<file path="src/rtl/fsqrt_sched.sv">
// Round-robin issue scheduler sharing one fsqrt unit; result in slot 2+LAT cycles after accept.
// Optional FSQRT_SCHED_SPECIAL_EN: negative / inf / NaN operands bypass the unit and answer in 1 cycle.
module fsqrt_sched #(
  parameter int NREQ = 4,
  parameter int LAT  = 0
) (
  input  logic                 clk,
  input  logic                 rst,
  input  logic [NREQ-1:0]      req_valid,
  input  logic [NREQ*32-1:0]   req_x,
  output logic [NREQ-1:0]      req_ready,
  output logic [NREQ-1:0]      resp_valid,
  output logic [NREQ*32-1:0]   resp_y,
  output logic [NREQ-1:0]      resp_exc,
  input  logic [NREQ-1:0]      resp_ready,
  output logic [31:0]          fu_x,
  input  logic [31:0]          fu_y,
  input  logic                 fu_exc
);

  localparam int IDW = (NREQ > 1) ? $clog2(NREQ) : 1;

  logic [NREQ-1:0][31:0] req_x_a;
  logic [NREQ-1:0]       busy_q, busy_d;
  logic [NREQ-1:0]       elig;
  logic [IDW-1:0]        rr_q, rr_d;
  logic                  gnt_vld;
  logic [IDW-1:0]        gnt_id;
  logic [31:0]           gnt_x;
  logic                  bypass;
  logic                  issue;
  logic [IDW:0]          cand_sum;
  logic [IDW-1:0]        cand;
  logic [31:0]           fu_x_q, fu_x_d;
  logic [LAT:0]          tag_vld_q, tag_vld_d;
  logic [LAT:0][IDW-1:0] tag_id_q, tag_id_d;
  logic [NREQ-1:0]       resp_vld_q, resp_vld_d;
  logic [NREQ-1:0]       resp_exc_q, resp_exc_d;
  logic [NREQ-1:0][31:0] resp_y_q, resp_y_d;

  assign req_x_a = req_x;
  // Eligibility is masked in reset so req_ready reads 0 while rst is high.
  assign elig    = req_valid & ~busy_q & {NREQ{~rst}};

  always_comb begin
    gnt_vld  = 1'b0;
    gnt_id   = '0;
    cand_sum = '0;
    cand     = '0;
    for (int i = 0; i < NREQ; i++) begin
      cand_sum = {1'b0, rr_q} + (IDW+1)'(i);
      if (cand_sum >= (IDW+1)'(NREQ)) cand_sum = cand_sum - (IDW+1)'(NREQ);
      cand = cand_sum[IDW-1:0];
      if (!gnt_vld && elig[cand]) begin
        gnt_vld = 1'b1;
        gnt_id  = cand;
      end
    end
  end

  assign gnt_x = req_x_a[gnt_id];

`ifdef FSQRT_SCHED_SPECIAL_EN
  assign bypass = gnt_vld & (gnt_x[31] | (&gnt_x[30:23]));
`else
  assign bypass = 1'b0;
`endif

  assign issue = gnt_vld & ~bypass;

  always_comb begin
    req_ready = '0;
    if (gnt_vld) req_ready[gnt_id] = 1'b1;
  end

  always_comb begin
    rr_d = rr_q;
    if (gnt_vld) rr_d = (gnt_id == IDW'(NREQ-1)) ? '0 : gnt_id + IDW'(1);
  end

  assign fu_x_d = issue ? gnt_x : fu_x_q;

  // Tag pipeline: entry LAT lines up with the unit result for the operand issued LAT+1 cycles ago.
  always_comb begin
    tag_vld_d    = '0;
    tag_id_d     = tag_id_q;
    tag_vld_d[0] = issue;
    if (issue) tag_id_d[0] = gnt_id;
    for (int i = 1; i <= LAT; i++) begin
      tag_vld_d[i] = tag_vld_q[i-1];
      tag_id_d[i]  = tag_id_q[i-1];
    end
  end

  always_comb begin
    busy_d     = busy_q;
    resp_vld_d = resp_vld_q;
    resp_y_d   = resp_y_q;
    resp_exc_d = resp_exc_q;
    for (int i = 0; i < NREQ; i++) begin
      if (resp_vld_q[i] && resp_ready[i]) begin
        resp_vld_d[i] = 1'b0;
        busy_d[i]     = 1'b0;
      end
      if (gnt_vld && gnt_id == IDW'(i)) busy_d[i] = 1'b1;
      if (tag_vld_q[LAT] && tag_id_q[LAT] == IDW'(i)) begin
        resp_vld_d[i] = 1'b1;
        resp_y_d[i]   = fu_y;
        resp_exc_d[i] = fu_exc;
      end
      if (bypass && gnt_id == IDW'(i)) begin
        resp_vld_d[i] = 1'b1;
        resp_y_d[i]   = 32'h7fc0_0000;
        resp_exc_d[i] = 1'b1;
      end
    end
  end

  always_ff @(posedge clk) begin
    if (rst) begin
      busy_q     <= '0;
      rr_q       <= '0;
      fu_x_q     <= '0;
      tag_vld_q  <= '0;
      tag_id_q   <= '0;
      resp_vld_q <= '0;
      resp_y_q   <= '0;
      resp_exc_q <= '0;
    end else begin
      busy_q     <= busy_d;
      rr_q       <= rr_d;
      fu_x_q     <= fu_x_d;
      tag_vld_q  <= tag_vld_d;
      tag_id_q   <= tag_id_d;
      resp_vld_q <= resp_vld_d;
      resp_y_q   <= resp_y_d;
      resp_exc_q <= resp_exc_d;
    end
  end

  assign fu_x       = fu_x_q;
  assign resp_valid = resp_vld_q;
  assign resp_y     = resp_y_q;
  assign resp_exc   = resp_exc_q;

endmodule

</file>
<file path="config.mk">
export PLATFORM = sky130hd
export DESIGN_NAME = fsqrt_sched
export DESIGN_NICKNAME = d
export VERILOG_FILES = /design/src/rtl/fsqrt_sched.sv
export SDC_FILE = /design/constraint.sdc
export NUM_CORES = 1
export LEC_CHECK = 0
export ABC_AREA = 1
export BUFFER_PORTS_ARGS = -buffer_cell sky130_fd_sc_hd__buf_2
export CAP_MARGIN = 20
export CORE_MARGIN = 3
export CORE_UTILIZATION = 30
export DETAILED_ROUTE_END_ITERATION = 10
export GPL_TIMING_DRIVEN = 0
export PLACE_DENSITY_LB_ADDON = 0.12
export SLEW_MARGIN = 0
export SYNTH_ARGS = -nofsm -noshare
export SYNTH_HDL_FRONTEND = slang
export SYNTH_SLANG_ARGS = --single-unit
</file>
<file path="constraint.sdc">
create_clock -name clk -period 4.3 [get_ports clk]
set_input_delay 0.43 -clock clk [delete_from_list [all_inputs] [get_ports clk]]
set_output_delay 0.43 -clock clk [all_outputs]
set_load 0.05 [all_outputs]
</file>
==> impl_results.md <==
- TritonCTS clock tree: done
- # IOs: 343
- Endpoints failing setup: 0
- Die width: 168 µm
- Vias/cell: 4.65
- Required time worst endpoint: 3.87 ns
- Routed WL per cell: 16.5 µm
- FF+latch area: 3540 µm²
- GPL Wtd Cong: 0.876
- Vias in the first global route: 8434
- Final hold vios: 0
- Critical Path Fanout Max: 10
- Initial antenna violation count: 4
- Number of cell rows: 58
- Maximum vdd ir drop: 0.361 mV
- Max Cap Violations: 0
- Synthesized cell area: 7910 µm²
- Final-stage net count: 1695
- Synth Register Bits: 177
- Peak Freq: 308 MHz
- Fraction of layout cells with a size suffix above 1: 27.8%
- # clock sinks: 177
- Area grow syn2layout: 34.7%
- Initial Util: 31.0%
- CTS clk-pin slew, worst paths: 0.07 ns
- Worst-margin pin slew: 1.08 ns
- CP startpoint kind: flip-flop
- Syn_area_per_cell: 6.80 µm²
- Synth Warn #: 0
- Root Buffer: clkbuf_16
- Layout Utilization: 41.7%
- List of most frequent post-synthesis cells: 266 x nand2_1, 206 x nor2_1, 177 x dfxtp_1
- CTS Buf Count: 17
- Post-synth cell types: 25
- Count leader, synth: nand2_1
- Min-Delay Path Class: in -> reg
- Max_slew headroom: 27.6%
- Crit share post-route: 75.5%
- Yosys top cell by area: dfxtp_1
- CTS HTree Levels: 4
- Ys async rst share: 0%
- Final Max Tran Viols: 0
- CP Class: reg -> out
- First-pass DRT Iterations: 5
- CP Capture Type: primary output
- Post-CTS Setup Inserts: 0
- Synth top area cells: dfxtp_1 45%, nand2_1 13%, nor2_1 9.8%, nand3_1 9.4%, o21ai_0 8.5%
- Period minus WS final: 3.25 ns
- Largest net degree at the start of global routing: 21
- Die area: 28300 µm²
- Clock Latency Late Sink: 0.43 ns
- DP HPWL: 23700 µm
- Crit path DAT: 2.82 ns
- Max stage delay on crit path: 0.33 ns
- Multi-input gate area: 3590 µm²
- Filler Cell Count: 2785
- Post-synth EDFFs: 0
- Residual DRC: 0
- Final WL: 30800 µm
- CTS Hold Bufs: 0
- Drt initial violations: 560
- First-pass GRT wire length: 47800 µm
- Skew final: 0.0126 ns
- Overall Global Routing Usage: 21.2%
- Core footprint: 25500 µm²
- Bufs on Longest Clock Path: 2
- Antenna Nets Post-Route: 0
- Synth top area share: 44.8%
- Post-Syn Instances: 1162
- Ys flop type: dfxtp_1
- PwrDens: 929 nW/µm²
- Sequential area share after synthesis: 44.8%
- RSZ-0062 raised after global routing: false
- Syn nets: 1334
- Total Neg Setup Slack: 0 ns
- Pleak: 0.00574 µW
- Slowest cell on crit path: dfxtp_1
- Total vias in the final route: 8693
- PortBufs: 342
- Grt ovf: 0
- Resized cells post-CTS: 0
- Critical path, cell by cell: buf_6 > inv_4 > buf_6 > nand4_1 > nand2_1 > nor2_2 > nand4_1 > nand3_4 > buf_2 > ha_1 > nand2_1 > inv_1 > buf_2
- Status: finished clean
- Die Ht: 168 µm
-- per-stage QoR --
step                      total power (µW)  instances  hold slack, ns  setup slack [ns]  instance area, µm²
after floorplan                       6730       1162           0.441              1.86                7910
after global placement                8320       1834           0.429              1.29               10000
after detailed placement              8350       1834           0.432              1.32               10000
after CTS                             9980       1866           0.248              1.02               10600
after global routing                 10700       1868           0.270             0.882               10700
final                                 9900       1868           0.262              1.05               10700
-- placed cells by master (no fill, tap or decap), types with 5 or more instances in the layout --
master,count
dfxtp_1,177
nor2_1,206
o21ai_0,134
clkbuf_16,17
clkinv_8,5
nand3_1,149
nand2_1,266
inv_6,5
buf_2,360
clkbuf_1,42
a21oi_1,42
buf_6,17
inv_1,80
-- routing by layer --
| metal | GRT usage, % | share of wire, % | wire, µm |
|---|---|---|---|
| met3 | 6.01 | 7.4 | 2270 |
| met2 | 34.3 | 46 | 14100 |
| met1 | 27.6 | 45 | 13800 |
| met4 | 5.98 | 2.0 | 612 |
| met5 | 0 | 0.068 | 21 |
-- power breakdown --
part	internal, µW	switching [µW]
combinational	1550	4370
sequential	2130	237
clock	811	797
total	4490	5410
-- cell type report --
class	count	share of cell area, %
Multi-Input combinational cell	820	33.7
Sequential cell	177	33.3
Timing Repair Buffer	342	16.1
Buffer	78	4.16
Clock buffer	18	4.12
Tap cell	330	3.88
Inverter	87	3.09
Clock inverter	14	1.64
Antenna cell	2	0.0470
-- registers in the layout, summed over array words and instances, names as in the netlist --
name,flops
busy_q,4
tag_vld_q,1
resp_exc,4
resp_y,128
fu_x,32
rr_q,2
tag_id_q,2
resp_valid,4
-- final timing paths --
path                       startpoint                          to  slack (ns)  cells past startpoint
min                     resp_ready[2]  resp_valid[2]$_SDFFE_PP0P_        0.26                      4
max reg2reg  tag_id_q[0]$_SDFFE_PP0P_     resp_y[32]$_SDFFE_PP0P_        1.71                      6
min reg2reg  resp_y[116]$_SDFFE_PP0P_    resp_y[116]$_SDFFE_PP0P_        0.44                      2
max              rr_q[0]$_SDFFE_PP0P_                req_ready[3]        1.05                     13
-- critical path: cells and delay by family, from the launching register on --
family | cells | cell delay [ns]
AND/OR/NAND/NOR | 6 | 0.84
flip-flops | 1 | 0.33
buffers and inverters | 6 | 0.97
adder cells (fa/ha/maj) | 1 | 0.24
-- logic make-up after synthesis --
family	after synthesis	synth area share [%]
simple gates	641	33.9
compound gates	178	11.3
flops	177	44.8
buf+inv	165	9.76
fa+ha+maj	1	0.158
Note: power is estimated with default switching activity, not from simulation.
